--- src/rtl/mem_port_arbiter_if.sv ---
// Bundles the fetch port, the data port and the shared memory bus of mem_port_arbiter.
// slave is the arbiter's view; master is the view of everything around it.
interface mem_port_arbiter_if;
    logic        flush;

    logic        inst_req;
    logic [31:0] inst_addr;
    logic        inst_ready;
    logic        inst_data_ok;
    logic [31:0] inst_rdata;

    logic        data_req;
    logic        data_wr;
    logic [1:0]  data_size;
    logic [3:0]  data_wstrb;
    logic [31:0] data_addr;
    logic [31:0] data_wdata;
    logic        data_ready;
    logic        data_data_ok;
    logic [31:0] data_rdata;

    logic        mem_req;
    logic        mem_wr;
    logic [1:0]  mem_size;
    logic [3:0]  mem_wstrb;
    logic [31:0] mem_addr;
    logic [31:0] mem_wdata;
    logic        mem_addr_ok;
    logic        mem_data_ok;
    logic [31:0] mem_rdata;

    modport slave (
        input  flush,
        input  inst_req, inst_addr,
        output inst_ready, inst_data_ok, inst_rdata,
        input  data_req, data_wr, data_size, data_wstrb, data_addr, data_wdata,
        output data_ready, data_data_ok, data_rdata,
        output mem_req, mem_wr, mem_size, mem_wstrb, mem_addr, mem_wdata,
        input  mem_addr_ok, mem_data_ok, mem_rdata
    );

    modport master (
        output flush,
        output inst_req, inst_addr,
        input  inst_ready, inst_data_ok, inst_rdata,
        output data_req, data_wr, data_size, data_wstrb, data_addr, data_wdata,
        input  data_ready, data_data_ok, data_rdata,
        input  mem_req, mem_wr, mem_size, mem_wstrb, mem_addr, mem_wdata,
        output mem_addr_ok, mem_data_ok, mem_rdata
    );
endinterface

--- src/rtl/mem_port_arbiter.sv ---
// Arbitrates the fetch port and the data port onto one shared req/addr_ok/data_ok
// memory bus, one outstanding transaction at a time. A flush drops the response of
// an in-flight fetch while still letting the bus transaction complete.
module mem_port_arbiter #(
    parameter bit DATA_FIRST = 1'b1,  // 1: data wins ties; 0: round-robin on last grant
    parameter bit RESET_LAST = 1'b0   // last-granted owner after reset (0 inst, 1 data)
) (
    input logic               clk,
    input logic               rst,
    mem_port_arbiter_if.slave bus
);

    typedef enum logic [1:0] {StIdle, StReq, StWait} state_e;

    state_e      state_q, state_d;
    logic        owner_q, owner_d;      // 0 inst, 1 data
    logic        last_q, last_d;
    logic        discard_q, discard_d;
    logic        wr_q, wr_d;
    logic [1:0]  size_q, size_d;
    logic [3:0]  wstrb_q, wstrb_d;
    logic [31:0] addr_q, addr_d;
    logic [31:0] wdata_q, wdata_d;

    logic        inst_elig;
    logic        grant_inst;
    logic        grant_data;
    logic        resp;

    // Pick a winner while idle; a fetch is never eligible during a flush
    always_comb begin
        inst_elig  = bus.inst_req & ~bus.flush;
        grant_inst = 1'b0;
        grant_data = 1'b0;
        if (state_q == StIdle) begin
            if (bus.data_req && inst_elig) begin
                if (DATA_FIRST || !last_q) begin
                    grant_data = 1'b1;
                end else begin
                    grant_inst = 1'b1;
                end
            end else begin
                grant_data = bus.data_req;
                grant_inst = inst_elig;
            end
        end
    end

    // Next-state: latch the winner's fields, then walk through the bus handshake
    always_comb begin
        state_d   = state_q;
        owner_d   = owner_q;
        last_d    = last_q;
        discard_d = discard_q;
        wr_d      = wr_q;
        size_d    = size_q;
        wstrb_d   = wstrb_q;
        addr_d    = addr_q;
        wdata_d   = wdata_q;
        unique case (state_q)
            StIdle: begin
                if (grant_data) begin
                    state_d = StReq;
                    owner_d = 1'b1;
                    last_d  = 1'b1;
                    wr_d    = bus.data_wr;
                    size_d  = bus.data_size;
                    wstrb_d = bus.data_wstrb;
                    addr_d  = bus.data_addr;
                    wdata_d = bus.data_wdata;
                end else if (grant_inst) begin
                    state_d = StReq;
                    owner_d = 1'b0;
                    last_d  = 1'b0;
                    wr_d    = 1'b0;
                    size_d  = 2'd2;
                    wstrb_d = 4'h0;
                    addr_d  = bus.inst_addr;
                    wdata_d = 32'h0;
                end
            end
            StReq: begin
                if (bus.flush && !owner_q) discard_d = 1'b1;
                if (bus.mem_addr_ok) state_d = StWait;
            end
            StWait: begin
                if (bus.flush && !owner_q) discard_d = 1'b1;
                if (bus.mem_data_ok) begin
                    state_d   = StIdle;
                    discard_d = 1'b0;
                end
            end
            default: state_d = StIdle;
        endcase
    end

    // State registers with synchronous reset
    always_ff @(posedge clk) begin
        if (rst) begin
            state_q   <= StIdle;
            owner_q   <= 1'b0;
            last_q    <= RESET_LAST;
            discard_q <= 1'b0;
            wr_q      <= 1'b0;
            size_q    <= 2'd0;
            wstrb_q   <= 4'h0;
            addr_q    <= 32'h0;
            wdata_q   <= 32'h0;
        end else begin
            state_q   <= state_d;
            owner_q   <= owner_d;
            last_q    <= last_d;
            discard_q <= discard_d;
            wr_q      <= wr_d;
            size_q    <= size_d;
            wstrb_q   <= wstrb_d;
            addr_q    <= addr_d;
            wdata_q   <= wdata_d;
        end
    end

    // Outputs are forced to 0 while rst is held so nothing leaks during reset
    assign resp             = (state_q == StWait) & bus.mem_data_ok & ~rst;
    assign bus.inst_ready   = grant_inst & ~rst;
    assign bus.data_ready   = grant_data & ~rst;
    assign bus.inst_data_ok = resp & ~owner_q & ~discard_q & ~bus.flush;
    assign bus.data_data_ok = resp & owner_q;
    assign bus.inst_rdata   = rst ? 32'h0 : bus.mem_rdata;
    assign bus.data_rdata   = rst ? 32'h0 : bus.mem_rdata;
    assign bus.mem_req      = (state_q == StReq) & ~rst;
    assign bus.mem_wr       = wr_q & ~rst;
    assign bus.mem_size     = rst ? 2'd0 : size_q;
    assign bus.mem_wstrb    = rst ? 4'h0 : wstrb_q;
    assign bus.mem_addr     = rst ? 32'h0 : addr_q;
    assign bus.mem_wdata    = rst ? 32'h0 : wdata_q;

endmodule

--- src/flat_wrapper.sv ---
// flat-port wrapper written by rule: the top's interface ports become plain ports
module mem_port_arbiter_flat 
#(
    parameter bit DATA_FIRST = 1'b1,                                                    
    parameter bit RESET_LAST = 1'b0                                                     
)
  (clk, rst, bus_flush, bus_inst_req, bus_inst_addr, bus_inst_ready, bus_inst_data_ok, bus_inst_rdata, bus_data_req, bus_data_wr, bus_data_size, bus_data_wstrb, bus_data_addr, bus_data_wdata, bus_data_ready, bus_data_data_ok, bus_data_rdata, bus_mem_req, bus_mem_wr, bus_mem_size, bus_mem_wstrb, bus_mem_addr, bus_mem_wdata, bus_mem_addr_ok, bus_mem_data_ok, bus_mem_rdata);
  mem_port_arbiter_if bus_i ();
  input logic clk;
  input logic rst;
  input wire logic [$bits(bus_i.flush)-1:0] bus_flush;
  input wire logic [$bits(bus_i.inst_req)-1:0] bus_inst_req;
  input wire logic [$bits(bus_i.inst_addr)-1:0] bus_inst_addr;
  output wire logic [$bits(bus_i.inst_ready)-1:0] bus_inst_ready;
  output wire logic [$bits(bus_i.inst_data_ok)-1:0] bus_inst_data_ok;
  output wire logic [$bits(bus_i.inst_rdata)-1:0] bus_inst_rdata;
  input wire logic [$bits(bus_i.data_req)-1:0] bus_data_req;
  input wire logic [$bits(bus_i.data_wr)-1:0] bus_data_wr;
  input wire logic [$bits(bus_i.data_size)-1:0] bus_data_size;
  input wire logic [$bits(bus_i.data_wstrb)-1:0] bus_data_wstrb;
  input wire logic [$bits(bus_i.data_addr)-1:0] bus_data_addr;
  input wire logic [$bits(bus_i.data_wdata)-1:0] bus_data_wdata;
  output wire logic [$bits(bus_i.data_ready)-1:0] bus_data_ready;
  output wire logic [$bits(bus_i.data_data_ok)-1:0] bus_data_data_ok;
  output wire logic [$bits(bus_i.data_rdata)-1:0] bus_data_rdata;
  output wire logic [$bits(bus_i.mem_req)-1:0] bus_mem_req;
  output wire logic [$bits(bus_i.mem_wr)-1:0] bus_mem_wr;
  output wire logic [$bits(bus_i.mem_size)-1:0] bus_mem_size;
  output wire logic [$bits(bus_i.mem_wstrb)-1:0] bus_mem_wstrb;
  output wire logic [$bits(bus_i.mem_addr)-1:0] bus_mem_addr;
  output wire logic [$bits(bus_i.mem_wdata)-1:0] bus_mem_wdata;
  input wire logic [$bits(bus_i.mem_addr_ok)-1:0] bus_mem_addr_ok;
  input wire logic [$bits(bus_i.mem_data_ok)-1:0] bus_mem_data_ok;
  input wire logic [$bits(bus_i.mem_rdata)-1:0] bus_mem_rdata;
  assign bus_i.flush = bus_flush;
  assign bus_i.inst_req = bus_inst_req;
  assign bus_i.inst_addr = bus_inst_addr;
  assign bus_inst_ready = bus_i.inst_ready;
  assign bus_inst_data_ok = bus_i.inst_data_ok;
  assign bus_inst_rdata = bus_i.inst_rdata;
  assign bus_i.data_req = bus_data_req;
  assign bus_i.data_wr = bus_data_wr;
  assign bus_i.data_size = bus_data_size;
  assign bus_i.data_wstrb = bus_data_wstrb;
  assign bus_i.data_addr = bus_data_addr;
  assign bus_i.data_wdata = bus_data_wdata;
  assign bus_data_ready = bus_i.data_ready;
  assign bus_data_data_ok = bus_i.data_data_ok;
  assign bus_data_rdata = bus_i.data_rdata;
  assign bus_mem_req = bus_i.mem_req;
  assign bus_mem_wr = bus_i.mem_wr;
  assign bus_mem_size = bus_i.mem_size;
  assign bus_mem_wstrb = bus_i.mem_wstrb;
  assign bus_mem_addr = bus_i.mem_addr;
  assign bus_mem_wdata = bus_i.mem_wdata;
  assign bus_i.mem_addr_ok = bus_mem_addr_ok;
  assign bus_i.mem_data_ok = bus_mem_data_ok;
  assign bus_i.mem_rdata = bus_mem_rdata;
  mem_port_arbiter #(.DATA_FIRST(DATA_FIRST), .RESET_LAST(RESET_LAST)) u_core (.clk(clk), .rst(rst), .bus(bus_i));
endmodule
--- config.mk ---
export PLATFORM = sky130hd
export DESIGN_NAME = mem_port_arbiter_flat
export DESIGN_NICKNAME = d
export VERILOG_FILES = /design/src/rtl/mem_port_arbiter_if.sv /design/src/rtl/mem_port_arbiter.sv /design/src/flat_wrapper.sv
export SDC_FILE = /design/constraint.sdc
export NUM_CORES = 1
export LEC_CHECK = 0
export CORE_MARGIN = 4
export CORE_UTILIZATION = 33
export DETAILED_ROUTE_END_ITERATION = 10
export PLACE_DENSITY = 0.74
export SETUP_SLACK_MARGIN = 0.05
export SYNTH_ARGS = -nofsm -noshare
export SYNTH_HDL_FRONTEND = slang
export SYNTH_SLANG_ARGS = --single-unit
--- constraint.sdc ---
create_clock -name clk -period 1.9 [get_ports clk]
set_clock_uncertainty 0.2 [all_clocks]
set_input_delay 0.57 -clock clk [delete_from_list [all_inputs] [get_ports clk]]
set_output_delay 0.57 -clock clk [all_outputs]
set_load 0.1 [all_outputs]
==> results.py, run 1 <==
metrics = {
    "timing": {
        "fin_ws_ns": -0.349,
        "fmax_mhz": 445,
        "period_share": 1.18,
        "drv_slew": 0,
        "min_period_ns": 2.25,
        "finalHoldViolations": 0,
        "rsz0062_at_grt": "yes",
        "tightest_slew_ns": 0.645,
        "setup_violations": 193,
        "slew-limit-headroom": 0.570,
    },
    "pwr": {
        "powerDensity_nw_per_um2": 1070,
        "leakagePower_nw": 4.19,
        "power_mw": 11.5,
        "peakVddDrop_mv": 0.622,
    },
    "floorplan": {
        "row_count": 41,
        "die_area_um2": 15200,
        "dieWidth_um": 123,
        "initial_core_util": 0.341,
        "die_y_um": 123,
        "boundaryPins": 282,
        "core_um2": 12800,
    },
    "synth": {
        "synth_fp_nets": 605,
        "syn_area_per_cell_um2": 9.56,
        "synth-edff-count": 0,
        "synth_flop_cell": "dfxtp_1",
        "synth_top_area_cell": "dfxtp_1",
        "ys_warn_count": 0,
        "ys_seq_area_frac": 0.343,
        "syn-cell-area_um2": 4380,
        "ys_types": 30,
        "synth_top_area_frac": 0.343,
        "synth_seq_cells": 75,
        "async_flop_share": 0,
        "synth_cells": 458,
        "synth_area_leaders": "dfxtp_1 (34%), nor2b_1 (14%), a2111oi_2 (9.9%)",
    },
    "final_layout": {
        "drive_gt1_frac": 0.537,
        "final_cell_mix": "buf_12 (156), clkdlybuf4s50_1 (104), nor2b_4 (99), dfxtp_1 (73), buf_4 (49)",
        "area_delta_synth_final_pct": 143,
        "post-route-util": 0.831,
        "post-route-cell-area_um2": 10700,
        "layout_commonest_cell": "buf_12",
        "diodes": 0,
        "layout.nets": 906,
        "fillers": 670,
        "final_cell_count_no_fill": 936,
    },
    "detailed_routing": {
        "wl_met3_um": 2000,
        "vias_per_cell": 5.17,
        "vias": 4841,
        "routed_wl_um": 20200,
        "wl_per_cell_um": 21.6,
        "ant_nets": 0,
        "top_layer_used": "met5",
        "met2_length_um": 10800,
        "drt_first_pass_iters": 4,
        "drt-initial-drc-count": 202,
        "drc_errors": 0,
        "wl_met1_um": 6980,
    },
    "cts": {
        "clock_sinks": 75,
        "clkTransAtPathRegs_ns": 0.06,
        "ctsLongestPathBuffers": 2,
        "cts_tree": "done",
        "holdBufCountCts": 0,
        "htree_levels": 3,
        "clock_latency_ns": 0.33,
        "cts_root_buf": "clkbuf_16",
        "cts_buffers": 9,
    },
    "setup_path": {
        "worst-setup-path-type": "flip-flop to primary output",
        "crit_arrival_ns": 1.48,
        "critPathRequiredTime_ns": 1.13,
        "end_kind": "primary output",
        "crit_path_max_incr_delay_ns": 0.36,
        "start_kind": "flip-flop",
        "crit_fanout": 6,
        "worstPathCellList": "inv_4 -> ha_4 -> nand3b_1 -> nor3_4 -> buf_12",
        "cp_slowest_cell": "dfxtp_4",
    },
    "global_routing": {
        "grt_overflow_total": 0,
        "antenna_found_initial": 1,
        "grt_max_degree": 44,
        "grt_usage": 0.244,
        "grt_pass1_vias": 5091,
        "grt_pass1_wl_um": 28500,
    },
    "place": {
        "gp_congestion": 0.732,
        "port_buffers": 281,
        "place_area_um2": 9480,
        "dp_cells": 869,
        "hpwlAfterDp_um": 13400,
    },
    "hold_path": {
        "hp-class": "primary input to flip-flop",
    },
    "flow_run": {
        "maxCapViolations": 0,
    },
    "outcome": {
        "status": "finished with violations",
        "violations": "setup timing",
    },
}
-- state kept, by name, indices dropped and copies added (netlist names) --
name / count
u_core.discard_q: 1
u_core.state_q: 2
u_core.addr_q: 32
u_core.wr_q: 1
u_core.size_q: 2
u_core.wstrb_q: 4
u_core.owner_q: 1
u_core.wdata_q: 32
-- worst paths after layout --
path,startpoint,end,slack (ns),cells after the start
worst min register to register,u_core.state_q[1],u_core.state_q[1],0.31,2
worst max-delay path,u_core.state_q[1],bus_inst_ready,-0.35,5
worst min-delay path,rst,u_core.owner_q,0.27,2
worst max register to register,u_core.state_q[1],u_core.addr_q[20],-0.21,5
-- per-stage QoR --
stage | hold slack [ns] | setup TNS (ns) | setup WS, ns
2_1_floorplan | 0.251 | -53.79 | -0.753
3_3_place_gp | 0.262 | -59.65 | -0.544
3_5_place_dp | 0.306 | -62.66 | -0.575
4_1_cts | 0.260 | -21.49 | -0.320
5_1_grt | 0.261 | -22.42 | -0.403
6_report | 0.269 | -17.15 | -0.349
-- kinds of logic after synthesis --
group,after synthesis,share of synthesized area
AO/OA/AOI/OAI,77,0.207
adder cells (fa/ha/maj),5,0.0143
buffers and inverters,83,0.126
flip-flops,75,0.343
multiplexers,34,0.0777
AND/OR/NAND/NOR,184,0.232
-- critical path, delay by kind of cell (launching register included) --
kind	cells	cell delay (ns)
adder cells (fa/ha/maj)	1	0.18
AND/OR/NAND/NOR	2	0.34
buffers and inverters	2	0.26
flip-flops	1	0.36
-- where the power goes --
group | internal (mW) | switching (mW)
logic | 3.23 | 4.31
clock network | 0.920 | 0.694
registers | 2.00 | 0.299
-- final cells by class --
type | count | area (um2) | area share
Timing Repair Buffer | 367 | 5300 | 0.497
Multi-Input combinational cell | 301 | 3330 | 0.312
Sequential cell | 75 | 1510 | 0.141
Clock buffer | 10 | 239 | 0.0224
Tap cell | 172 | 215 | 0.0202
Clock inverter | 6 | 40.0 | 0.00376
Inverter | 5 | 36.3 | 0.00340
-- per-layer routing --
| layer | vias up | global-route usage |
|---|---|---|
| li1 | 2225 | - |
| met1 | 2355 | 0.258 |
| met2 | 229 | 0.444 |
| met3 | 30 | 0.0952 |
| met4 | 2 | 0.0740 |
| met5 | - | 0 |
-- cells in the mapped netlist, types with 5 or more instances --
master	n
a32o_1	38
clkbuf_1	21
nand2_1	5
a2111oi_2	29
mux2i_1	34
buf_6	7
nor2b_1	100
ha_1	5
dfxtp_1	75
nor3_1	33
and2b_1	5
buf_2	10
nor2_1	35
buf_4	34
-- what timing repair did --
action / in CTS / in global routing
setup buffers: 20 / 26
pin swaps: 26 / 9
gates cloned: 16 / 1
resized for setup: 94 / 40
endpoints found under the setup margin: 214 / 211
hold endpoints to repair: 0 / 0
(Power assumes the default switching activity.)
==> inputs of run 2 (changes only) <==
--- a/config.mk
+++ b/config.mk
@@ -5,11 +5,12 @@
 export SDC_FILE = /design/constraint.sdc
 export NUM_CORES = 1
 export LEC_CHECK = 0
-export CORE_MARGIN = 4
+export CORE_MARGIN = 3
 export CORE_UTILIZATION = 33
 export DETAILED_ROUTE_END_ITERATION = 10
 export PLACE_DENSITY = 0.74
 export SETUP_SLACK_MARGIN = 0.05
+export SKIP_CTS_REPAIR_TIMING = 1
 export SYNTH_ARGS = -nofsm -noshare
 export SYNTH_HDL_FRONTEND = slang
 export SYNTH_SLANG_ARGS = --single-unit
==> run 2 against run 1 <==
Compared with the run above: the run still ends with setup timing left; sequential power about the same; global-route usage down 2.7 points; non-clock buffer count up 8; sequential share of layout area down 0.58 points; highest routed layer is now met4; via count unchanged; die area down 3.2%; cell count up 0.64%; critical path type unchanged; final area up 4.3%.
==> results.py, run 2 (synthesis results as in run 1) <==
metrics = {
    "outcome": {
        "status": "finished with violations",
        "violations": "setup timing",
    },
    "global_routing": {
        "grt_usage": 0.217,
        "grt_max_degree": 44,
        "grt_pass1_wl_um": 25200,
        "grt_pass1_vias": 4732,
        "antenna_found_initial": 0,
        "grt_overflow_total": 0,
    },
    "detailed_routing": {
        "drt_first_pass_iters": 4,
        "drt-initial-drc-count": 226,
        "drc_errors": 0,
        "vias_per_cell": 5.14,
        "routed_wl_um": 20400,
        "wl_per_cell_um": 21.7,
        "vias": 4841,
        "ant_nets": 0,
    },
    "final_layout": {
        "area_delta_synth_final_pct": 154,
        "layout.nets": 913,
        "final_cell_mix": "buf_12 (156), clkdlybuf4s50_1 (104), nor2b_4 (100), dfxtp_1 (73), buf_4 (42)",
        "final_cell_count_no_fill": 942,
        "diodes": 0,
        "reg.largest.list": "u_core.addr_q x32, u_core.wdata_q x32, u_core.wstrb_q x4",
        "layout_commonest_cell": "buf_12",
        "drive_gt1_frac": 0.555,
        "fillers": 513,
    },
    "floorplan": {
        "die_area_um2": 14700,
        "row_count": 41,
        "initial_core_util": 0.343,
        "core_um2": 12800,
        "dieWidth_um": 121,
        "boundaryPins": 282,
        "die_y_um": 121,
    },
    "pwr": {
        "leakagePower_nw": 4.58,
        "peakVddDrop_mv": 0.710,
        "powerDensity_nw_per_um2": 1120,
    },
    "timing": {
        "rsz0062_at_grt": "yes",
        "drv_slew": 0,
        "fmax_mhz": 447,
        "setup_violations": 185,
        "tightest_slew_ns": 0.484,
        "fin_ws_ns": -0.336,
        "tns_ns": -20.45,
        "period_share": 1.18,
        "finalHoldViolations": 0,
        "min_period_ns": 2.24,
        "slew-limit-headroom": 0.677,
        "holdWs_ns": 0.332,
    },
    "cts": {
        "cts_root_buf": "clkbuf_16",
        "cts_tree": "done",
        "clock_sinks": 75,
        "cts_buffers": 9,
        "htree_levels": 3,
        "clock_latency_ns": 0.33,
        "clkTransAtPathRegs_ns": 0.06,
        "ctsLongestPathBuffers": 2,
    },
    "place": {
        "port_buffers": 281,
        "dp_cells": 877,
        "gp_congestion": 0.799,
        "hpwlAfterDp_um": 13200,
        "place_ws_ns": -0.583,
    },
    "setup_path": {
        "ff2ff_setup_slack_ns": -0.11,
        "crit_fanout": 3,
        "end_kind": "primary output",
        "critPathRequiredTime_ns": 1.13,
        "crit_arrival_ns": 1.47,
        "worst-setup-path-type": "flip-flop to primary output",
        "start_kind": "flip-flop",
    },
    "flow_run": {
        "maxCapViolations": 0,
    },
    "hold_path": {
        "hp-class": "flip-flop to flip-flop",
    },
}
-- run 2: changes by cell type in the layout (fill, tap and decap cells not counted), moves of 6 or more --
| cell | change |
|---|---|
| dlymetal6s2s_1 | +35 |
| buf_4 | -7 |
| mux2i_2 | +13 |
| clkbuf_16 | +15 |
| buf_16 | -6 |
| mux2i_1 | -12 |
| dlygate4sd2_1 | -34 |
-- run 2: through the flow --
step                       util  area, um2  total power, mW
final                     0.871      11100             12.4
after global routing      0.871      11100             12.8
after CTS                 0.770       9840             11.1
after detailed placement  0.745       9520             9.25
after global placement    0.745       9520             9.05
after floorplan               -       5780             7.11
-- run 2: per-layer routing --
layer | part of all wire | routed length (um) | track usage
met5 | 0 | 0 | 0
met4 | 0.021 | 429 | 0.0679
met3 | 0.085 | 1740 | 0.0876
met2 | 0.54 | 11000 | 0.394
met1 | 0.35 | 7250 | 0.228
-- run 2: layout make-up --
| class | count | area, um2 | share of cell area |
|---|---|---|---|
| Tap cell | 172 | 215 | 0.0194 |
| Clock inverter | 5 | 77.6 | 0.00698 |
| Multi-Input combinational cell | 300 | 3380 | 0.304 |
| Timing Repair Buffer | 375 | 5660 | 0.509 |
| Sequential cell | 75 | 1510 | 0.135 |
| Inverter | 5 | 36.3 | 0.00326 |
| Clock buffer | 10 | 239 | 0.0215 |
-- run 2: power by group --
| group | total, mW | internal [mW] | leakage [nW] | switching [mW] |
|---|---|---|---|---|
| Sequential | 2.29 | 2.00 | 0.620 | 0.290 |
| Clock | 1.87 | 1.17 | 0.154 | 0.691 |
| Combinational | 8.25 | 3.76 | 3.81 | 4.49 |
-- run 2: worst max-delay path, stage by stage, from the launching register on --
cell and delay (ns):
dfxtp_4 0.37, inv_4 0.06, ha_4 0.16, nand3b_1 0.15, nor3_4 0.19, buf_12 0.20
-- run 2: final timing paths --
kind	startpoint	end	cells past startpoint
worst max-delay path	u_core.state_q[1]	bus_inst_ready	5
worst min-delay path	u_core.state_q[1]	u_core.state_q[1]	2
worst max register to register	u_core.state_q[1]	u_core.addr_q[3]	8
worst min register to register	u_core.state_q[1]	u_core.state_q[1]	2
